## src/rtl/gmr_stream.sv

```systemverilog
// Massey-Rueppel keystream generator: a control LFSR M gates a data LFSR L,
// and the parity of the gated bits is packed into words behind a valid/ready port.
module gmr_stream #(
  parameter int unsigned        M_WIDTH = 7,
  parameter int unsigned        L_WIDTH = 13,
  parameter logic [M_WIDTH-1:0] M_TAPS  = 7'h60,
  parameter logic [L_WIDTH-1:0] L_TAPS  = 13'h100D,
  parameter int unsigned        SPEED   = 1,
  parameter int unsigned        WORD_W  = 8,
  parameter int unsigned        WARMUP  = 0
) (
  input  logic               i_clk,
  input  logic               i_rst_n,
  input  logic               i_load,
  input  logic [M_WIDTH-1:0] i_seed_lfsrM,
  input  logic [L_WIDTH-1:0] i_seed_lfsrL,
  input  logic               i_enable,
  output logic [M_WIDTH-1:0] o_lfsrM,
  output logic [L_WIDTH-1:0] o_lfsrL,
  output logic [WORD_W-1:0]  o_ks_word,
  output logic               o_ks_valid,
  input  logic               i_ks_ready,
  output logic               o_seed_err
);

  localparam int unsigned CNT_W  = (WORD_W > 1) ? $clog2(WORD_W) : 1;
  localparam int unsigned WARM_W = 8;
  localparam logic [CNT_W-1:0]  LAST_BIT  = CNT_W'(WORD_W - 1);
  localparam logic [WARM_W-1:0] LAST_WARM = WARM_W'((WARMUP > 0) ? (WARMUP - 1) : 0);

  typedef enum logic [1:0] {
    IDLE = 2'd0,
    WARM = 2'd1,
    RUN  = 2'd2
  } genStateT;

  genStateT            state;
  logic [CNT_W-1:0]    bitCnt;
  logic [WARM_W-1:0]   warmCnt;
  logic [WORD_W-1:0]   partial;

  logic                zBit;
  logic [M_WIDTH-1:0]  mStep;
  logic [L_WIDTH-1:0]  lStep;
  logic [WORD_W-1:0]   wordFull;
  logic                transfer;
  logic                lastBit;
  logic                stall;

  // Next LFSR states, the keystream bit from the current state, and handshake status
  always_comb begin
    zBit  = ^(o_lfsrM & o_lfsrL[M_WIDTH-1:0]);
    mStep = {o_lfsrM[M_WIDTH-2:0], ^(o_lfsrM & M_TAPS)};
    lStep = o_lfsrL;
    for (int unsigned i = 0; i < SPEED; i++) begin
      lStep = {lStep[L_WIDTH-2:0], ^(lStep & L_TAPS)};
    end
    wordFull         = partial;
    wordFull[bitCnt] = zBit;
    transfer         = o_ks_valid & i_ks_ready;
    lastBit          = (bitCnt == LAST_BIT);
    // A finished word may only overwrite the output slot if it is empty or draining now
    stall            = lastBit & o_ks_valid & ~i_ks_ready;
  end

  always_ff @(posedge i_clk or negedge i_rst_n) begin
    if (!i_rst_n) begin
      state      <= IDLE;
      bitCnt     <= '0;
      warmCnt    <= '0;
      partial    <= '0;
      o_lfsrM    <= '0;
      o_lfsrL    <= '0;
      o_ks_word  <= '0;
      o_ks_valid <= 1'b0;
      o_seed_err <= 1'b0;
    end else if (i_load) begin
      // All-zero seeds would lock the LFSRs, so they are forced to 1 and flagged
      o_lfsrM    <= (i_seed_lfsrM == '0) ? M_WIDTH'(1) : i_seed_lfsrM;
      o_lfsrL    <= (i_seed_lfsrL == '0) ? L_WIDTH'(1) : i_seed_lfsrL;
      o_seed_err <= (i_seed_lfsrM == '0) || (i_seed_lfsrL == '0);
      bitCnt     <= '0;
      warmCnt    <= '0;
      partial    <= '0;
      o_ks_valid <= 1'b0;
      state      <= (WARMUP == 0) ? RUN : WARM;
    end else begin
      if (transfer) begin
        o_ks_valid <= 1'b0;
      end
      case (state)
        WARM: begin
          if (i_enable) begin
            o_lfsrM <= mStep;
            o_lfsrL <= lStep;
            warmCnt <= warmCnt + WARM_W'(1);
            if (warmCnt == LAST_WARM) begin
              state <= RUN;
            end
          end
        end
        RUN: begin
          if (i_enable && !stall) begin
            o_lfsrM <= mStep;
            o_lfsrL <= lStep;
            if (lastBit) begin
              o_ks_word  <= wordFull;
              o_ks_valid <= 1'b1;
              bitCnt     <= '0;
            end else begin
              partial <= wordFull;
              bitCnt  <= bitCnt + CNT_W'(1);
            end
          end
        end
        default: begin
        end
      endcase
    end
  end

endmodule

```

## config.mk

```make
export PLATFORM = sky130hd
export DESIGN_NAME = gmr_stream
export DESIGN_NICKNAME = d
export VERILOG_FILES = /design/src/rtl/gmr_stream.sv
export SDC_FILE = /design/constraint.sdc
export NUM_CORES = 1
export LEC_CHECK = 0
export CAP_MARGIN = 20
export CELL_PAD_IN_SITES_DETAIL_PLACEMENT = 0
export CELL_PAD_IN_SITES_GLOBAL_PLACEMENT = 1
export CORE_UTILIZATION = 32
export CTS_BUF_LIST = sky130_fd_sc_hd__clkbuf_2
export DETAILED_ROUTE_END_ITERATION = 8
export HOLD_SLACK_MARGIN = 0.03
export PLACE_DENSITY_LB_ADDON = 0.1
export SLEW_MARGIN = 40
export SYNTH_ARGS = -nofsm -noshare
export SYNTH_HDL_FRONTEND = slang
export SYNTH_SLANG_ARGS = --single-unit
```

## constraint.sdc

```tcl
create_clock -name i_clk -period 2.18 [get_ports i_clk]
set_clock_uncertainty 0.2 [all_clocks]
set_input_delay 0.436 -clock i_clk [delete_from_list [all_inputs] [get_ports i_clk]]
set_output_delay 0.436 -clock i_clk [all_outputs]
set_load 0.02 [all_outputs]
```

# After elaboration in Yosys (flattened, before gate mapping)
# Cells that the tools add are included.
[op_classes]
add_sub_neg = 2
n_reduce_logical = 22
n_eq_ne = 6
shift = 0
n_mul = 0
bitwise = 6
n_div = 0
n_mux = 33
n_lt_le_gt_ge = 2
[ops]
columns = ["op", "n"]
rows = [
  ["$mux 8", 7],
  ["$mux 13", 4],
  ["$mux 7", 4],
  ["$pmux 13 s2", 1],
  ["$pmux 7 s2", 1],
  ["$reduce_xor 7->1", 2],
  ["$logic_not 13->1", 1],
  ["$reduce_xor 13->1", 1],
  ["$mux 3", 4],
  ["$reduce_bool 2->1", 5],
  ["$reduce_and 3->1", 3],
  ["$add 8x1->8 const B", 1],
  ["$bwmux 8", 1],
  ["$logic_not 8->1", 1],
  ["$mux 2", 4],
  ["$and 7x7->7", 1],
  ["$logic_not 7->1", 1],
  ["$mux 1", 6],
  ["$ne 3x3->1 const B", 2],
  ["$lt 3x4->1 const B", 1],
  ["$reduce_and 2->1", 2],
  ["$reduce_and 4->1", 1],
  ["$add 3x1->3 const B", 1],
  ["$and 1x1->1", 3],
  ["other kinds (11)", 13],
]
[totals]
ram_bits = 0
romBits = 0
word_cells = 80
output_inout_bits = 30
latch_bits = 0
n_memories = 0
ff_bits = 51
inputBits = 25

# Logic depth before layout (Yosys ltp)
# Gate-level depths: netlist of run 1.
[depth]
word_depth = 9
mapped_depth = 8
mapped_depth_nobuf = 6

# Worst setup path after synthesis of run 1
# No wires, ideal clock.
[synth_path]
path_type = "flip-flop to flip-flop"
start = "reg bitCnt[0]"
end = "reg o_ks_word[3]"
path_stages_with_launch = 8
t_arrival_ns = 1.735
n_path_buf = 2
path_slack_ns = 0.118
t_required_ns = 1.853
setup_time_ns = 0.127
period_less_slack_ns = 2.062
cell_sequence = "dfrtp_1 -> ha_1 -> ha_1 -> clkbuf_1 -> nor4b_4 -> buf_4 -> mux2i_1 -> o31ai_1"
[synth_between]
elab_chain_cells = 6
word_cells_on_any_way = 12
classes_between = "order compare (2); eq/ne (1); mux (3); bitwise (2); reduce/logical (4)"
[synth_rtl]
columns = ["element", "line", "rtl"]
rows = [
  ["start, declared", "38", "logic [CNT_W-1:0] bitCnt;"],
  ["start signal, assigned", "112", "bitCnt <= bitCnt + CNT_W'(1);"],
  ["parallel branches: the longest is 6 deep, another holds $lt 3x4->1", "-", ""],
  ["end signal, assigned", "107", "o_ks_word <= wordFull;"],
  ["end, declared", "20", "output logic [WORD_W-1:0] o_ks_word,"],
]
# Several ways; the timed one is not identified.
# A chain may end at the register's enable or synchronous reset.

# Worst setup path after layout of run 1
[layout_path]
start = "reg o_lfsrM[2]"
end = "out o_lfsrM[2]"
[layout_lines]
columns = ["element", "line", "rtl"]
rows = [
  ["start, declared", "18", "output logic [M_WIDTH-1:0] o_lfsrM,"],
  ["start signal, assigned", "79", "o_lfsrM <= (i_seed_lfsrM == '0) ? M_WIDTH'(1) : i_seed_lfsrM;"],
  ["start signal, assigned", "94", "o_lfsrM <= mStep;"],
  ["start signal, assigned", "104", "o_lfsrM <= mStep;"],
]
# No word-level cell between the ends.

==> out/results.tsv, run 1 <==
metric	value	unit
nets@finish	330	
Setup crit start kind	register	
row cnt	30	
clock tree root driver cell	clkbuf_2	
met3 WL	220	µm
Layout Utilization	0.466	
Post-DRT Antenna Nets	0	
setup repair after global routing missed its margin	false	
initial antenna violation count	0	
Pre-antenna DRT Iters	4	
synth cell count leaders	nand2_1 (43), dfrtp_1 (42), mux2i_1 (25)	
Worst-Margin Slew	578	ps
worst path buffer plus inverter count	1	
Global Route Usage Sum	0.169	
Worst path top cell family by delay	buffers and inverters	
share of cells above drive strength 1	0.158	
GP Congestion	0.714	
register bit count reported by yosys	42	
critical-path cell list	clkdlybuf4s50_1	
Clock transition at path regs	230	ps
FF+latch area	1050	µm²
Routed WL per cell	14.5	µm
final-report hold violation count	0	
status	finished clean	
Final setup viols	0	
chip height	86.4	µm
post-synth top area share	0.461	
fin area	3180	µm²
Detailed Place HPWL	4220	µm
DR WL met2	2830	µm
Crit Path Category	reg2out	
routed length on met1	2670	µm
Pwr Density	599	nW/µm²
die area	7470	µm²
top post-synthesis cells by area	dfrtp_1 (46%), mux2i_1 (11%), nand2_1 (7.1%), o21ai_0 (5.3%), o21ai_2 (2.7%)	
DP Worst Slack	-177	ps
drt total wl	5780	µm
initial drt markers	47	
Clock Latency Late Sink	410	ps
Post-synth EDFFs	0	
Placed Area	3080	µm²
core area	6830	µm²
final worst slack	93.2	ps
via count	1934	
library cells used by synthesis	40	
Synth async-reset ratio	1.00	
Post-Syn Instances	231	
Residual DRC	0	
Crit Path Max Fanout	3	
syn avg cell area	9.87	µm²
Yosys warning count	0	
total clock sinks	42	
leading area contributor after synthesis	dfrtp_1	
Top Metal Used	met4	
f_max	0.479	GHz
IO buf count	54	
filler cell count	715	
Setup TNS	0	ps
Tot Pwr	1.91	mW
most common cell in the netlist	nand2_1	
Area Overhead vs Synth	39.6	%
sequential area share after synthesis	0.461	
Max Cap Viol	0	
Hold Path Class	in2async	
syn nets	258	
P_leak	1.48	nW
GRT overflow	0	
Synth Flop Type	dfrtp_1	
vias in the first global route	1953	
io pins	55	
cts bufs inserted	5	
Via density	4.84	
H-tree depth	2	
Final Cycle Share	0.957	
Req. time, crit path	1540	ps
global-route wire length before repair	9670	µm
synthesized area	2280	µm²
CTS tree	done	
max-slew violations	0	
Ant. Diodes	0	
Multi-input gate area	1160	µm²
Setup crit end kind	output port	
Final Critical Period	2090	ps
VDD IR max	0.000265	V
initial core utilization	0.334	
largest net degree at the start of global routing	43	
Crit path largest cell delay	610	ps
WP data arrival	1450	ps
slowest CP cell	clkdlybuf4s50_1	
Die W	86.4	µm
Longest Clk Path Bufs	2	
Max-Slew Margin vs Limit	0.614	
## where the power goes
| part | switching (mW) | internal [mW] |
|---|---|---|
| combinational | 0.309 | 0.259 |
| clock | 0.273 | 0.190 |
| sequential | 0.0433 | 0.833 |
| total | 0.625 | 1.28 |
## flip-flops by register name, summed over array words and instances, names as in the netlist
register	flops
o_ks_word	8
o_ks_valid	1
o_seed_err	1
o_lfsrL	13
state	1
partial	8
bitCnt	3
o_lfsrM	7
## timing repair
| item | in CTS | in global routing |
|---|---|---|
| resized for setup | 10 | 10 |
| hold buffers | 1 | 0 |
| pin swaps | 0 | 0 |
| endpoints found under the setup margin | 9 | 13 |
| setup buffers | 0 | 1 |
| endpoints found under the hold margin | 42 | 0 |
## routing by layer
| layer | vias up | track usage |
|---|---|---|
| met4 | 0 | 0.0500 |
| li1 | 956 | - |
| met3 | 5 | 0.0381 |
| met2 | 37 | 0.281 |
| met5 | - | 0 |
| met1 | 936 | 0.220 |
## worst reg2reg max path, cell delays in order (launching register included)
cell     delay, ps
dfrtp_1        430
nand2_1         60
xnor3_1        370
xnor3_4        610
o31ai_1        300
## layout make-up
cell class	instances	share of cell area
clock buffer	5	0.00786
clock inverter	3	0.0126
inverter	2	0.00236
multi-input combinational	172	0.365
sequential	42	0.331
tap	96	0.0378
timing repair buffer	80	0.244
## cells by family (layout without fill, tap and decap cells)
family	after synthesis	in the layout	synth area share
adders and majority gates	2	2	0.0110
xor gates and xnor gates	7	7	0.0456
buffers and inverters	17	90	0.0368
DFF	42	42	0.461
AOI/OAI and AO/OA	53	53	0.147
and+or+nand+nor	85	85	0.189
muxes	25	25	0.110
## placed cells by master, fill, tap and decap left out, types with 7 or more instances in the layout
| cell | n |
|---|---|
| buf_4 | 22 |
| clkdlybuf4s50_1 | 37 |
| dfrtp_1 | 41 |
| dlygate4sd2_1 | 9 |
| dlymetal6s2s_1 | 7 |
| mux2i_1 | 25 |
| nand2_1 | 43 |
| nor2_1 | 11 |
| o21ai_0 | 24 |
| o21ai_2 | 7 |
## path summary, 6_finish.rpt
kind	startpoint	endpoint	slack, ps	cells past startpoint
max reg2reg	o_lfsrM[1]	partial[3]	130	4
min in group i_clk	o_ks_word[5]	o_ks_word[5]	330	2
max in group asynchronous	i_rst_n	o_lfsrL[3]	1280	3
min	i_rst_n	o_ks_word[6]	290	3
max	o_lfsrM[2]	o_lfsrM[2]	90	1
min reg2reg	o_ks_word[5]	o_ks_word[5]	330	2
## per-stage QoR
| step | hold WS [ps] | std cells |
|---|---|---|
| 4_1_cts | 283 | 399 |
| 6_report | 292 | 400 |
| 2_1_floorplan | -59.6 | 231 |
| 3_3_place_gp | 237 | 390 |
| 5_1_grt | 286 | 400 |
| 3_5_place_dp | 237 | 390 |
No activity file was read; power rests on OpenSTA's default activity.
==> inputs of run 2 (changes only) <==
- REMOVE_ABC_BUFFERS: default -> 1
==> run 2 against run 1 <==
Effect of this change:
- maximum frequency is essentially flat
- global-route usage grew 0.15 points
- first-iteration DRC count grew 30%
- wire length shrank 0.26%
- worst setup slack lost 0.90 ps
- largest power group unchanged
- highest routed layer unchanged
==> out/results.tsv, run 2 (synthesis results as in run 1) <==
metric	value	unit
status	finished clean	
nets@finish	328	
Ant. Diodes	0	
Setup TNS	0	ps
share of cells above drive strength 1	0.153	
Die W	86.4	µm
GRT overflow	0	
Longest Clk Path Bufs	2	
Max-Slew Margin vs Limit	0.617	
GP Congestion	0.757	
Final Critical Period	2090	ps
initial antenna violation count	0	
Global Route Usage Sum	0.170	
Clock power frac	0.180	
number of flip-flops in the largest register	13	
Routed WL per cell	14.5	µm
filler cell count	691	
Pwr Density	582	nW/µm²
Top Registers	o_lfsrL (13), o_ks_word (8), partial (8)	
Max Cap Viol	0	
Reg power frac	0.482	
IO buf count	54	
row cnt	30	
critical-path cell list	clkdlybuf4s50_1	
core area	6830	µm²
H-tree depth	2	
Req. time, crit path	1540	ps
Detailed Place HPWL	4120	µm
Setup crit start kind	register	
io pins	55	
P_leak	1.50	nW
vias in the first global route	1981	
initial drt markers	61	
Largest Register	o_lfsrL	
Crit Path Max Fanout	4	
Pre-antenna DRT Iters	4	
Worst-Margin Slew	574	ps
Gate power share	0.338	
Worst path top cell family by delay	buffers and inverters	
most frequent cells in the layout	nand2_1 (43), dfrtp_1 (39), clkdlybuf4s50_1 (38)	
switch share	0.337	
commonest non-fill, non-tap cell in the layout	nand2_1	
Crit Path Category	reg2out	
Final setup viols	0	
cts bufs inserted	5	
worst path buffer plus inverter count	1	
Area Overhead vs Synth	37.9	%
Residual DRC	0	
Tot Pwr	1.83	mW
largest net degree at the start of global routing	43	
Hold WS	331	ps
fin area	3140	µm²
die area	7470	µm²
via count	1888	
Via density	4.76	
Internal	1.21	mW
drt total wl	5770	µm
Post-DRT Antenna Nets	0	
Final Cycle Share	0.958	
max-slew violations	0	
CTS tree	done	
Clock Latency Late Sink	400	ps
NetSw	0.618	mW
global-route wire length before repair	9820	µm
chip height	86.4	µm
VDD IR max	0.000333	V
Layout Utilization	0.460	
setup repair after global routing missed its margin	false	
total clock sinks	42	
clock tree root driver cell	clkbuf_2	
Crit path largest cell delay	630	ps
Placed Area	3060	µm²
final-report hold violation count	0	
f_max	0.479	GHz
initial core utilization	0.334	
slowest CP cell	clkdlybuf4s50_1	
Clock transition at path regs	210	ps
Setup crit end kind	output port	
WP data arrival	1450	ps
Hold Path Class	reg2reg	
run 2: layout make-up:
type	count	area (µm²)	area share
multi-input cells	172	1140	0.364
flip-flops and latches	42	1050	0.335
repair buffers	78	782	0.249
well taps	96	120	0.0382
clock buffers	7	35.0	0.0111
inverters	2	7.51	0.00239
run 2: path summary, 6_finish.rpt:
check                             start            to  slack (ps)  depth (start not counted)
setup / recovery             o_lfsrL[4]    o_lfsrL[4]          90                          1
hold / removal             o_ks_word[0]  o_ks_word[0]         330                          2
setup reg to reg              bitCnt[0]    o_lfsrM[1]         150                          7
hold reg to reg            o_ks_word[0]  o_ks_word[0]         330                          2
max in group asynchronous       i_rst_n    o_lfsrL[3]         950                          3
min in group asynchronous       i_rst_n    partial[4]         420                          3
run 2: per-layer routing:
metal / track usage / wire length [µm]
met4: 0.0455 / 68
met1: 0.240 / 2930
met2: 0.263 / 2550
met5: 0 / 0
met3: 0.0410 / 217
run 2: power groups by stage:
stage                     combinational, mW  clock (mW)  sequential (mW)
after CTS                             0.630       0.349            0.885
after global placement                0.633           0            0.899
final                                 0.618       0.330            0.882
after floorplan                       0.236           0            0.947
after detailed placement              0.632           0            0.897
after global routing                  0.673       0.388            0.890
run 2: through the flow:
step / worst slack (ps) / cells
floorplan: -235 / 216
global placement: -107 / 388
detailed placement: -133 / 388
CTS: 13.5 / 396
global route: 0.0215 / 397
finish: 92.3 / 397
run 2: repair_timing:
action | 4_1_cts | 5_1_grt
hold endpoints to repair | 42 | 0
hold buffers | 1 | 0
setup endpoints to repair | 5 | 12
buffers inserted | 0 | 1
gates resized for setup | 5 | 13
==> inputs of run 3 (changes only) <==
- clock period: 2.18 -> 1.9 ns (I/O delays scaled with it)
==> run 3 against run 2 <==
Effect of this change:
- non-clock buffer count grew 24
- via count grew 5.5%
- critical endpoint is now o_lfsrM[6]
- highest routed layer unchanged
- design area grew 6.8%
- clock power grew 54%
- sequential share of layout area shrank 2.2 points
- hold slack lost 120 ps
- critical path depth grew 6
- first-iteration DRC count grew 48%
- flip-flop and latch count is the same
- utilization grew 3.1 points
- die area is the same
==> out/results.tsv, run 3 (synthesis results as in run 1) <==
metric	value	unit
global-route wire length before repair	9980	µm
Post-DRT Antenna Nets	0	
Global Route Usage Sum	0.174	
vias in the first global route	2018	
GRT overflow	0	
Placed Cells	405	
Final Cycle Share	0.979	
largest net degree at the start of global routing	23	
share of cells above drive strength 1	0.255	
status	finished clean	
final-report hold violation count	0	
filler cell count	686	
initial antenna violation count	0	
total clock sinks	42	
Final Critical Period	1860	ps
number of flip-flops in the largest register	13	
Ant. Diodes	0	
Clock transition at path regs	220	ps
P_leak	1.58	nW
Setup crit start kind	register	
die area	7470	µm²
max-slew violations	0	
Crit Path Category	reg2reg	
commonest non-fill, non-tap cell in the layout	nand2_1	
IO buf count	54	
Req. time, crit path	2000	ps
Via density	4.73	
chip height	86.4	µm
Clock Latency Late Sink	400	ps
f_max	0.537	GHz
routed length on met1	3000	µm
io pins	55	
initial drt markers	90	
fin area	3360	µm²
Final setup viols	0	
most frequent cells in the layout	nand2_1 (43), buf_4 (41), dfrtp_1 (40)	
core area	6830	µm²
Worst-Margin Slew	426	ps
Top Metal Used	met4	
Area Overhead vs Synth	47.3	%
Residual DRC	0	
Pre-antenna DRT Iters	3	
setup repair after global routing missed its margin	true	
VDD IR max	0.000336	V
drt total wl	5940	µm
Max-Slew Margin vs Limit	0.716	
Clock power frac	0.224	
Max Cap Viol	0	
Longest Clk Path Bufs	2	
nets@finish	352	
Tot Pwr	2.27	mW
row cnt	30	
cts bufs inserted	5	
Pwr Density	676	nW/µm²
Internal	1.53	mW
Routed WL per cell	14.1	µm
Crit Path Max Fanout	7	
CTS tree	done	
GP Congestion	0.730	
Setup crit end kind	register	
initial core utilization	0.334	
NetSw	0.742	mW
Gate power share	0.335	
Detailed Place HPWL	4370	µm
switch share	0.327	
via count	1991	
DR WL met2	2610	µm
H-tree depth	2	
Post-Layout Cell Count	421	
Layout Utilization	0.491	
Reg power frac	0.440	
Largest Register	o_lfsrL	
WP data arrival	1960	ps
clock tree root driver cell	clkbuf_2	
Placed Area	3200	µm²
Top Registers	o_lfsrL (13), o_ks_word (8), partial (8)	
Die W	86.4	µm
met3 WL	247	µm
Hold Path Class	in2async	
run 3: changes by cell type in the layout (fill, tap and decap cells not counted), moves of 5 or more:
| cell | change |
|---|---|
| buf_4 | +21 |
| dlygate4sd2_1 | +16 |
| clkdlybuf4s50_1 | -15 |
| dlymetal6s2s_1 | -12 |
| o21ai_0 | -11 |
| o21ai_1 | +11 |
| clkdlybuf4s15_1 | +5 |
run 3: layer usage:
metal,vias up,track usage
li1,1001,-
met1,941,0.246
met2,39,0.268
met3,10,0.0371
met4,0,0.0500
met5,-,0
run 3: area by class of cell:
class | instances | area [µm²] | area share
multi-input combinational | 172 | 1210 | 0.360
timing repair buffer | 102 | 908 | 0.271
clock buffer | 5 | 25.0 | 0.00745
sequential | 42 | 1050 | 0.314
inverter | 2 | 7.51 | 0.00224
tap | 96 | 120 | 0.0358
clock inverter | 2 | 33.8 | 0.0101
run 3: final timing paths:
path / from / to / slack [ps] / depth (start not counted)
hold / removal: i_rst_n / o_ks_valid / 210 / 2
hold reg to reg: partial[0] / partial[0] / 310 / 2
min in group i_clk: partial[0] / partial[0] / 310 / 2
setup / recovery: bitCnt[0] / o_lfsrM[6] / 40 / 7
setup reg to reg: bitCnt[0] / o_lfsrM[6] / 40 / 7
max in group asynchronous: i_rst_n / o_lfsrL[11] / 840 / 3
run 3: worst max-delay path: stages, from the launching register on:
cell	delay [ps]
dfrtp_1	430
ha_2	200
ha_4	180
buf_6	130
a21oi_4	160
buf_6	160
mux2i_1	190
o21ai_1	90
run 3: power groups by stage:
stage,logic [mW],registers [mW],clock network (mW)
final,0.761,1.00,0.509
after detailed placement,0.776,1.02,0
after floorplan,0.271,1.09,0
after CTS,0.749,1.00,0.527
after global routing,0.820,1.01,0.559
after global placement,0.775,1.02,0
run 3: repair_timing:
action                                  CTS  global route
pin swaps                                 1             4
buffers inserted                          1             7
cloned                                    0             0
endpoints found under the hold margin    42             0
resized for setup                        43            32
endpoints found under the setup margin   64            44
hold buffers                              1             0
run 3: per-stage QoR:
stage | hold slack (ps) | setup slack [ps] | setup TNS [ps]
after global routing | 217 | -36.2 | -109
after CTS | 199 | 1.89 | 0
final | 209 | 39.0 | 0
after global placement | 146 | -328 | -9400
after detailed placement | 142 | -351 | -9750
after floorplan | -116 | -515 | -8970
